$ cat src/rtl/wb_sram_responder.sv
// Wishbone classic responder mapping a 2^ADDR_W x 32 word window onto a
// dual-port SRAM macro. Port 0 carries writes only and port 1 carries reads only.
// Read data and the single-cycle ack are registered.
// Ports:
//   clk_i, rst_ni                 clock, asynchronous active-low reset
//   wbs_cyc_i/stb_i/we_i/sel_i    Wishbone request qualifiers
//   wbs_adr_i, wbs_dat_i          byte address, write data
//   wbs_ack_o, wbs_dat_o          registered acknowledge and read data
//   o_csb0/o_web0/o_wmask0/o_waddr0/o_din0   SRAM write port (active-low strobes)
//   o_csb1/o_addr1, i_dout1       SRAM read port
module wb_sram_responder #(
    parameter int unsigned ADDR_W    = 9,
    parameter logic [31:0] BASE_ADDR = 32'h3000_0000,
    parameter logic [31:0] BASE_MASK = 32'hFFFF_F800
) (
    input  logic              clk_i,
    input  logic              rst_ni,
    input  logic              wbs_cyc_i,
    input  logic              wbs_stb_i,
    input  logic              wbs_we_i,
    input  logic [3:0]        wbs_sel_i,
    input  logic [31:0]       wbs_adr_i,
    input  logic [31:0]       wbs_dat_i,
    output logic              wbs_ack_o,
    output logic [31:0]       wbs_dat_o,
    output logic              o_csb0,
    output logic              o_web0,
    output logic [3:0]        o_wmask0,
    output logic [ADDR_W-1:0] o_waddr0,
    output logic [31:0]       o_din0,
    output logic              o_csb1,
    output logic [ADDR_W-1:0] o_addr1,
    input  logic [31:0]       i_dout1
);

    localparam int unsigned DATA_W = 32;
    localparam int unsigned SEL_W  = 4;

    localparam logic [1:0] IDLE  = 2'd0;
    localparam logic [1:0] ISSUE = 2'd1;
    localparam logic [1:0] WAIT  = 2'd2;
    localparam logic [1:0] ACK   = 2'd3;

    logic [1:0]        state_q,  state_d;
    logic              ack_q,    ack_d;
    logic [DATA_W-1:0] dat_q,    dat_d;
    logic              csb0_q,   csb0_d;
    logic              web0_q,   web0_d;
    logic [SEL_W-1:0]  wmask0_q, wmask0_d;
    logic [ADDR_W-1:0] waddr0_q, waddr0_d;
    logic [DATA_W-1:0] din0_q,   din0_d;
    logic              csb1_q,   csb1_d;
    logic [ADDR_W-1:0] addr1_q,  addr1_d;

    logic              valid_c;
    logic              hit_c;
    logic [ADDR_W-1:0] word_addr_c;

    assign valid_c     = wbs_cyc_i & wbs_stb_i;
    assign hit_c       = (wbs_adr_i & BASE_MASK) == (BASE_ADDR & BASE_MASK);
    assign word_addr_c = wbs_adr_i[ADDR_W+1:2];

    // Next-state and registered-output logic
    always_comb begin
        state_d  = state_q;
        ack_d    = 1'b0;
        dat_d    = dat_q;
        csb0_d   = csb0_q;
        web0_d   = web0_q;
        wmask0_d = wmask0_q;
        waddr0_d = waddr0_q;
        din0_d   = din0_q;
        csb1_d   = csb1_q;
        addr1_d  = addr1_q;

        case (state_q)
            IDLE: begin
                if (valid_c) begin
                    if (hit_c) begin
                        if (wbs_we_i) begin
                            csb0_d   = 1'b0;
                            web0_d   = 1'b0;
                            waddr0_d = word_addr_c;
                            din0_d   = wbs_dat_i;
                            wmask0_d = wbs_sel_i;
                        end else begin
                            csb1_d  = 1'b0;
                            addr1_d = word_addr_c;
                        end
                        state_d = ISSUE;
                    end else begin
                        dat_d   = '0;
                        ack_d   = 1'b1;
                        state_d = ACK;
                    end
                end
            end
            ISSUE: begin
                // Strobes are live for exactly this cycle; web0_q still tells write from read.
                csb0_d = 1'b1;
                web0_d = 1'b1;
                csb1_d = 1'b1;
                if (!web0_q) begin
                    ack_d   = wbs_cyc_i;
                    state_d = ACK;
                end else begin
                    state_d = WAIT;
                end
            end
            WAIT: begin
                // Read data is captured even when the master has abandoned the cycle.
                dat_d   = i_dout1;
                ack_d   = wbs_cyc_i;
                state_d = ACK;
            end
            ACK: begin
                state_d = IDLE;
            end
            default: begin
                state_d = IDLE;
            end
        endcase
    end

    // State and output registers
    always_ff @(posedge clk_i or negedge rst_ni) begin
        if (!rst_ni) begin
            state_q  <= IDLE;
            ack_q    <= 1'b0;
            dat_q    <= '0;
            csb0_q   <= 1'b1;
            web0_q   <= 1'b1;
            wmask0_q <= '0;
            waddr0_q <= '0;
            din0_q   <= '0;
            csb1_q   <= 1'b1;
            addr1_q  <= '0;
        end else begin
            state_q  <= state_d;
            ack_q    <= ack_d;
            dat_q    <= dat_d;
            csb0_q   <= csb0_d;
            web0_q   <= web0_d;
            wmask0_q <= wmask0_d;
            waddr0_q <= waddr0_d;
            din0_q   <= din0_d;
            csb1_q   <= csb1_d;
            addr1_q  <= addr1_d;
        end
    end

    assign wbs_ack_o = ack_q;
    assign wbs_dat_o = dat_q;
    assign o_csb0    = csb0_q;
    assign o_web0    = web0_q;
    assign o_wmask0  = wmask0_q;
    assign o_waddr0  = waddr0_q;
    assign o_din0    = din0_q;
    assign o_csb1    = csb1_q;
    assign o_addr1   = addr1_q;

endmodule

$ cat config.mk
export PLATFORM = sky130hd
export DESIGN_NAME = wb_sram_responder
export DESIGN_NICKNAME = d
export VERILOG_FILES = /design/src/rtl/wb_sram_responder.sv
export SDC_FILE = /design/constraint.sdc
export NUM_CORES = 1
export LEC_CHECK = 0
export BUFFER_PORTS_ARGS = -buffer_cell sky130_fd_sc_hd__buf_2
export CAP_MARGIN = 20
export CORE_ASPECT_RATIO = 1.2
export CORE_MARGIN = 8
export CORE_UTILIZATION = 40
export DETAILED_ROUTE_END_ITERATION = 10
export PLACE_DENSITY_LB_ADDON = 0.08
export SLEW_MARGIN = 20
export SYNTH_ARGS = -nofsm -noshare
export SYNTH_HDL_FRONTEND = slang
export SYNTH_SLANG_ARGS = --single-unit
$ cat constraint.sdc
create_clock -name clk_i -period 3.4 [get_ports clk_i]
set_input_delay 0.68 -clock clk_i [delete_from_list [all_inputs] [get_ports clk_i]]
set_output_delay 0.68 -clock clk_i [all_outputs]
set_load 0.01 [all_outputs]
* After elaboration in Yosys (flattened, before gate mapping) *
Index checks and enable logic that the tools add are counted.

cells by class
  add/sub/neg operators = 0
  $mul = 0
  div/mod/pow operators = 0
  order comparisons = 0
  eq/ne operators = 9
  shift operators = 0
  mux-type cells = 19
  bitwise gates (word level) = 2
  reduce and logical (&&, ||, !) cells = 8

operators by type and width
  cell                                                               number
  32-bit two-way mux                                                 2
  32-bit case mux with 2 select lines                                1
  21-bit by 19-bit == test with 1-bit output, second input constant  1
  4-bit AND reduction                                                4
  1-bit two-way mux                                                  10
  2-bit inequality test, second input constant                       5
  2-bit case mux with 4 select lines                                 1
  2-bit == test, second input constant                               2
  2-bit two-way mux                                                  2
  1-bit case mux with 2 select lines                                 2
  2-bit nonzero test                                                 2
  1-bit case mux with 3 select lines                                 1
  3-bit AND reduction                                                1
  2-bit by 1-bit == test with 1-bit output, second input constant    1
  2-bit logical NOT                                                  1
  1-bit bitwise AND                                                  1
  1-bit NOT                                                          1

storage, ports and cells
  register bits after elaboration = 91
  latch bits = 0
  RAM bits = 0
  ROM bits = 0
  bits of input ports = 105
  output and inout bits = 90
  word-level logic and storage cells = 47
  memories = 0

* Depth between registers and ports, before layout *
Gate-level depths: netlist (run 1).

  depth in word-level cells = 4
  depth in mapped cells = 8
  mapped depth without buffers = 6

* Least setup slack after synthesis (run 1) *
No wires, ideal clock.

  path kind = input -> register
  from = input port wbs_adr_i[23]
  to = register din0_q[0], in the netlist o_din0[0]
  setup time = 0.127 ns
  arrival time = 2.237 ns
  data required time = 3.273 ns
  slack = 1.035 ns
  stages on the path = 5
  path buffers = 1
  path through = nor4_2 nand4_1 nor4_4 buf_6 mux2_1

between the ends
  longest elaborated chain between the ends = 2

ends and longest elaborated chain
  element                                     line  source
  start: declaration                          22    input logic [31:0] wbs_adr_i,
  21-bit by 19-bit == test with 1-bit output  60    assign hit_c = (wbs_adr_i & BASE_MASK) == (BASE_ADDR & BASE_MASK);
  4-bit AND reduction (no line)               --
  end signal: assignment                      146   din0_q <= din0_d;
  end: declaration                            51    logic [DATA_W-1:0] din0_q, din0_d;

Every way passes these cells.
A chain may end at the register's enable or synchronous reset.

* Final worst setup path (run 1) *
  from = input port wbs_adr_i[27]
  to = register addr1_q[1], in the netlist o_addr1[1]

between the ends
  longest elaborated chain between the ends = 2

ends and longest elaborated chain
  element                                     line  source
  21-bit by 19-bit == test with 1-bit output  60
  4-bit AND reduction (no line)               --
  end signal: assignment                      148   addr1_q <= addr1_d;
  end: declaration                            53    logic [ADDR_W-1:0] addr1_q, addr1_d;

Every way passes these cells.

==> impl_metrics.env, run 1 <==
export IMPL_port_buffers=192
export IMPL_placed_area_mm2=0.00549
export IMPL_nNetsFinal=673
export IMPL_h_tree_depth=3
export IMPL_gr_total_overflow=0
export IMPL_max_slew_margin_rel=0.375
export IMPL_drive_gt1_frac=0.476
export IMPL_grt_pass1_vias=3695
export IMPL_instances_no_fill=701
export IMPL_cp_data_arrival_time_ns=2.67
export IMPL_die_y_um=131
export IMPL_grt_max_degree=92
export IMPL_clk_pin_slew_ns=0.06
export IMPL_final_common_cell="buf_2"
export IMPL_routabilityCongestion=0.781
export IMPL_drc=0
export IMPL_ys_seq_area_frac=0.517
export IMPL_cts_resized=0
export IMPL_core_mm2=0.0109
export IMPL_worst_pin_slew_ns=0.938
export IMPL_numCtsBuffers=9
export IMPL_final_cell_mix="191 x buf_2, 89 x dfrtp_1, 68 x nand2_1, 40 x mux2_1, 33 x o221ai_1"
export IMPL_synth_area_leaders="dfrtp_1 51%, mux2_1 10%, mux2i_1 7.3%, o221ai_1 6.6%, nand2_1 5.8%"
export IMPL_cts_setup_buffers=0
export IMPL_fin_area_mm2=0.00584
export IMPL_initial_core_util=0.405
export IMPL_hold_viol=0
export IMPL_ys_types=36
export IMPL_areaGrowthSynthToFinish_pct=32.5
export IMPL_die_w_um=112
export IMPL_finalMaxSlewViolations=0
export IMPL_dp_cells=685
export IMPL_setup_viol=0
export IMPL_drtIter0Drc=164
export IMPL_ant_nets=0
export IMPL_antenna_found_initial=0
export IMPL_cap_violations=0
export IMPL_critPathRequiredTime_ns=3.62
export IMPL_fp_row_count=42
export IMPL_cts_tree="built"
export IMPL_ctsHoldBuffers=0
export IMPL_syn_cell_area_mm2=0.00441
export IMPL_viasPerCell=5.18
export IMPL_cts_num_sinks=91
export IMPL_track_usage=0.164
export IMPL_synth_nets=490
export IMPL_die_area_mm2=0.0146
export IMPL_synth_edff_count=0
export IMPL_setup_tns_ns=0
export IMPL_fin_crit_sh=0.720
export IMPL_multi_input_area_mm2=0.00197
export IMPL_skew_ns=0.00701
export IMPL_clkLatencyLatePin_ns=0.33
export IMPL_async_flop_share=1.00
export IMPL_whs_ns=0.388
export IMPL_leakagePower_uw=0.00307
export IMPL_yosysTopAreaCellShare=0.505
export IMPL_status="finished clean"
export IMPL_seqCellArea_mm2=0.00228
export IMPL_hpwl_um=8870
export IMPL_yosysWarnings=0
export IMPL_ir_drop_mv=0.338
export IMPL_nFillCells=963
export IMPL_critPathKind="in2reg"
export IMPL_avgRoutedWirePerCell_um=17.4
export IMPL_syn_inst=381
export IMPL_synth_flop_cell="dfrtp_1"
export IMPL_grt_pass1_wl_um=19300
export IMPL_drt_pass1_iter_count=5
export IMPL_wl_um=12200
export IMPL_startpoint_type="primary input"
export IMPL_cp_end_kind="flip-flop"
export IMPL_rsz0062_at_grt="no"
export IMPL_fmax_mhz=408
export IMPL_ioPinCount=195
export IMPL_cts_path_max_buffers=2
export IMPL_p_per_area_mw_per_mm2=702
export IMPL_ys_ff_latch=91
export IMPL_period_minus_slack_ns=2.45
export IMPL_via_count=3633
export IMPL_cts_root_buffer="clkbuf_16"
export IMPL_hp_class="in2async"
export IMPL_critPathMaxFanout=10
export IMPL_n_antenna_cell=0
export IMPL_avgSynthCellArea_um2=11.6
export IMPL_synth_area_leader_cell="dfrtp_1"
power breakdown:
| part | switching [uW] | leakage [uW] | internal [uW] |
|---|---|---|---|
| Combinational | 745 | 0.00170 | 730 |
| Clock | 426 | 0.000163 | 724 |
| Sequential | 165 | 0.00121 | 1310 |
cells in the mapped netlist (3+ instances only):
cell      count
buf_6         4
a21oi_1       3
mux2i_1      32
or2_2        32
inv_1         6
mux2_2       14
nor2_1        5
o21ai_0       3
nand2_1      68
clkbuf_1     20
mux2_1       40
ha_1          4
dfrtp_1      89
o221ai_1     33
metal layers:
metal | vias to the layer above | share of wire | global-route usage
li1 | 1726 | - | -
met1 | 1746 | 0.43 | 0.200
met2 | 148 | 0.46 | 0.262
met3 | 13 | 0.095 | 0.0589
met4 | 0 | 0.014 | 0.0661
met5 | - | 0 | 0
worst paths after layout:
path	startpoint	end	slack, ns	depth (start not counted)
max	wbs_adr_i[27]	o_addr1[1]	0.95	5
min	rst_ni	o_din0[7]	0.39	2
max reg2reg	state_q[0]	o_addr1[1]	1.19	5
min reg2reg	o_waddr0[4]	o_waddr0[4]	0.48	1
max in group asynchronous	rst_ni	o_web0	2.62	2
min in group clk_i	o_waddr0[4]	o_waddr0[4]	0.48	1
stage by stage:
step / setup slack, ns / utilization / total power [uW]
detailed placement: 0.552 / 0.505 / 2990
CTS: 0.917 / 0.537 / 4160
global route: 0.860 / 0.537 / 4370
finish: 0.951 / 0.537 / 4100
floorplan: 1.04 / - / 2500
global placement: 0.605 / 0.505 / 2940
worst max-delay path, stage by stage:
cell	delay (ns)
buf_2	0.10
nor4bb_1	0.47
nand2_1	0.32
nor4_4	0.69
mux2_2	0.41
cell type report:
| cell class | instances | share of cell area |
|---|---|---|
| Clock buffer | 9 | 0.0386 |
| Inverter | 6 | 0.00386 |
| Multi-Input combinational cell | 256 | 0.338 |
| Timing Repair Buffer | 200 | 0.180 |
| Sequential cell | 91 | 0.391 |
| Clock inverter | 7 | 0.0210 |
| Tap cell | 132 | 0.0283 |
cell families after synthesis:
family	Yosys count	share of synthesized area
AND/OR/NAND/NOR	123	0.145
flip-flops	91	0.517
multiplexers	86	0.211
AO/OA/AOI/OAI	43	0.0792
buffers and inverters	34	0.0369
adder cells (fa/ha/maj)	4	0.0114
flip-flops by register name, summed over array words and instances, names as in the netlist:
register and cells:
wbs_dat_o 32, state_q 2, o_din0 32, o_web0 1, wbs_ack_o 1, o_waddr0 9, o_wmask0 4, o_addr1 9
o_csb1 1
Note: power is estimated with default switching activity, not from simulation.
==> inputs of run 2 (changes only) <==
==> constraint.sdc (replaced) <==
create_clock -name clk_i -period 2.5 [get_ports clk_i]
set_input_delay 0.5 -clock clk_i [delete_from_list [all_inputs] [get_ports clk_i]]
set_output_delay 0.5 -clock clk_i [all_outputs]
set_load 0.01 [all_outputs]
==> impl_metrics.env, run 2 (synthesis results as in run 1) <==
export IMPL_setup_viol=0
export IMPL_h_tree_depth=3
export IMPL_die_area_mm2=0.0146
export IMPL_critPathKind="in2reg"
export IMPL_viasPerCell=5.12
export IMPL_status="finished clean"
export IMPL_cts_tree="built"
export IMPL_hpwl_um=9040
export IMPL_path_buf_inv=3
export IMPL_startpoint_type="primary input"
export IMPL_drc=0
export IMPL_cts_num_sinks=91
export IMPL_clk_pin_slew_ns=0.06
export IMPL_cts_path_max_buffers=2
export IMPL_final_common_cell="buf_2"
export IMPL_gr_total_overflow=0
export IMPL_nNetsFinal=679
export IMPL_wl_um=12200
export IMPL_antenna_found_initial=1
export IMPL_nFillCells=995
export IMPL_period_minus_slack_ns=2.06
export IMPL_rsz0062_at_grt="no"
export IMPL_drive_gt1_frac=0.482
export IMPL_fin_crit_sh=0.825
export IMPL_avgRoutedWirePerCell_um=17.3
export IMPL_routabilityCongestion=0.798
export IMPL_finalMaxSlewViolations=0
export IMPL_areaGrowthSynthToFinish_pct=32.7
export IMPL_fp_row_count=42
export IMPL_critPathMostFrequentCell="buf_4"
export IMPL_p_per_area_mw_per_mm2=926
export IMPL_via_count=3618
export IMPL_n_antenna_cell=0
export IMPL_die_w_um=112
export IMPL_worst_pin_slew_ns=0.820
export IMPL_clkLatencyLatePin_ns=0.34
export IMPL_ctsHoldBuffers=0
export IMPL_core_mm2=0.0109
export IMPL_cts_resized=0
export IMPL_critPathMaxFanout=10
export IMPL_skew_ns=0.00975
export IMPL_hp_class="in2async"
export IMPL_fmax_mhz=485
export IMPL_path_delay_family="simple AND/OR/NAND/NOR gates"
export IMPL_die_y_um=131
export IMPL_initial_core_util=0.405
export IMPL_setup_tns_ns=0
export IMPL_crit_chain="buf_2 > nor4bb_1 > nand2_1 > buf_4 > nor4_4 > buf_4 > mux2_2"
export IMPL_cp_data_arrival_time_ns=2.28
export IMPL_drt_pass1_iter_count=4
export IMPL_finalWorstSetupSlack_ns=0.438
export IMPL_drtIter0Drc=215
export IMPL_grt_max_degree=71
export IMPL_hold_viol=0
export IMPL_slowest_stage="nor4bb_1"
export IMPL_port_buffers=192
export IMPL_fin_util=0.537
export IMPL_fin_total_pwr_uw=5410
export IMPL_grt_pass1_wl_um=20000
export IMPL_numCtsBuffers=9
export IMPL_ioPinCount=195
export IMPL_critPathRequiredTime_ns=2.72
export IMPL_ant_nets=0
export IMPL_track_usage=0.171
export IMPL_cap_violations=0
export IMPL_cts_root_buffer="clkbuf_16"
export IMPL_ir_drop_mv=0.510
export IMPL_cts_setup_buffers=0
export IMPL_grt_pass1_vias=3865
export IMPL_slowest_delay_ns=0.47
export IMPL_leakagePower_uw=0.00308
export IMPL_pre_cts_ws_ns=0.0529
export IMPL_max_slew_margin_rel=0.453
export IMPL_final_cell_mix="191 x buf_2, 89 x dfrtp_1, 68 x nand2_1, 40 x mux2_1, 33 x o221ai_1"
export IMPL_cp_end_kind="flip-flop"
## run 2: cell type report
type | instances | area, um2 | share of cell area
multi-input combinational | 256 | 1970 | 0.337
clock buffer | 9 | 225 | 0.0385
inverter | 6 | 22.5 | 0.00385
tap | 132 | 165 | 0.0282
sequential | 91 | 2280 | 0.390
timing repair buffer | 206 | 1110 | 0.189
clock inverter | 7 | 75.1 | 0.0128
## run 2: through the flow
step                hold slack [ns]  instances  instance area (um2)
detailed placement            0.470        691                 5550
floorplan                     0.204        381                 4410
CTS                           0.163        707                 5850
finish                        0.152        707                 5850
global route                  0.189        707                 5850
global placement              0.464        691                 5550
## run 2: where the power goes
part	total (uW)	switching (uW)	internal (uW)
registers	2010	229	1780
clock network	1360	584	780
logic	2040	1030	1010
## run 2: worst paths after layout
check | startpoint | end | slack (ns) | cells after the start
min in group clk_i | wbs_dat_i[16] | o_din0[16] | 0.38 | 2
max | wbs_adr_i[27] | o_addr1[1] | 0.44 | 7
max reg2reg | state_q[1] | o_addr1[1] | 0.52 | 7
min | rst_ni | o_din0[23] | 0.15 | 1
max in group asynchronous | rst_ni | o_web0 | 1.64 | 2
min reg2reg | o_din0[27] | o_din0[27] | 0.48 | 1
## run 2: metal layers
metal | vias up | GRT usage | share of wire
met5 | - | 0 | 0.0011
met2 | 150 | 0.278 | 0.45
met4 | 2 | 0.0556 | 0.0098
met1 | 1719 | 0.206 | 0.44
li1 | 1735 | - | -
met3 | 12 | 0.0648 | 0.094
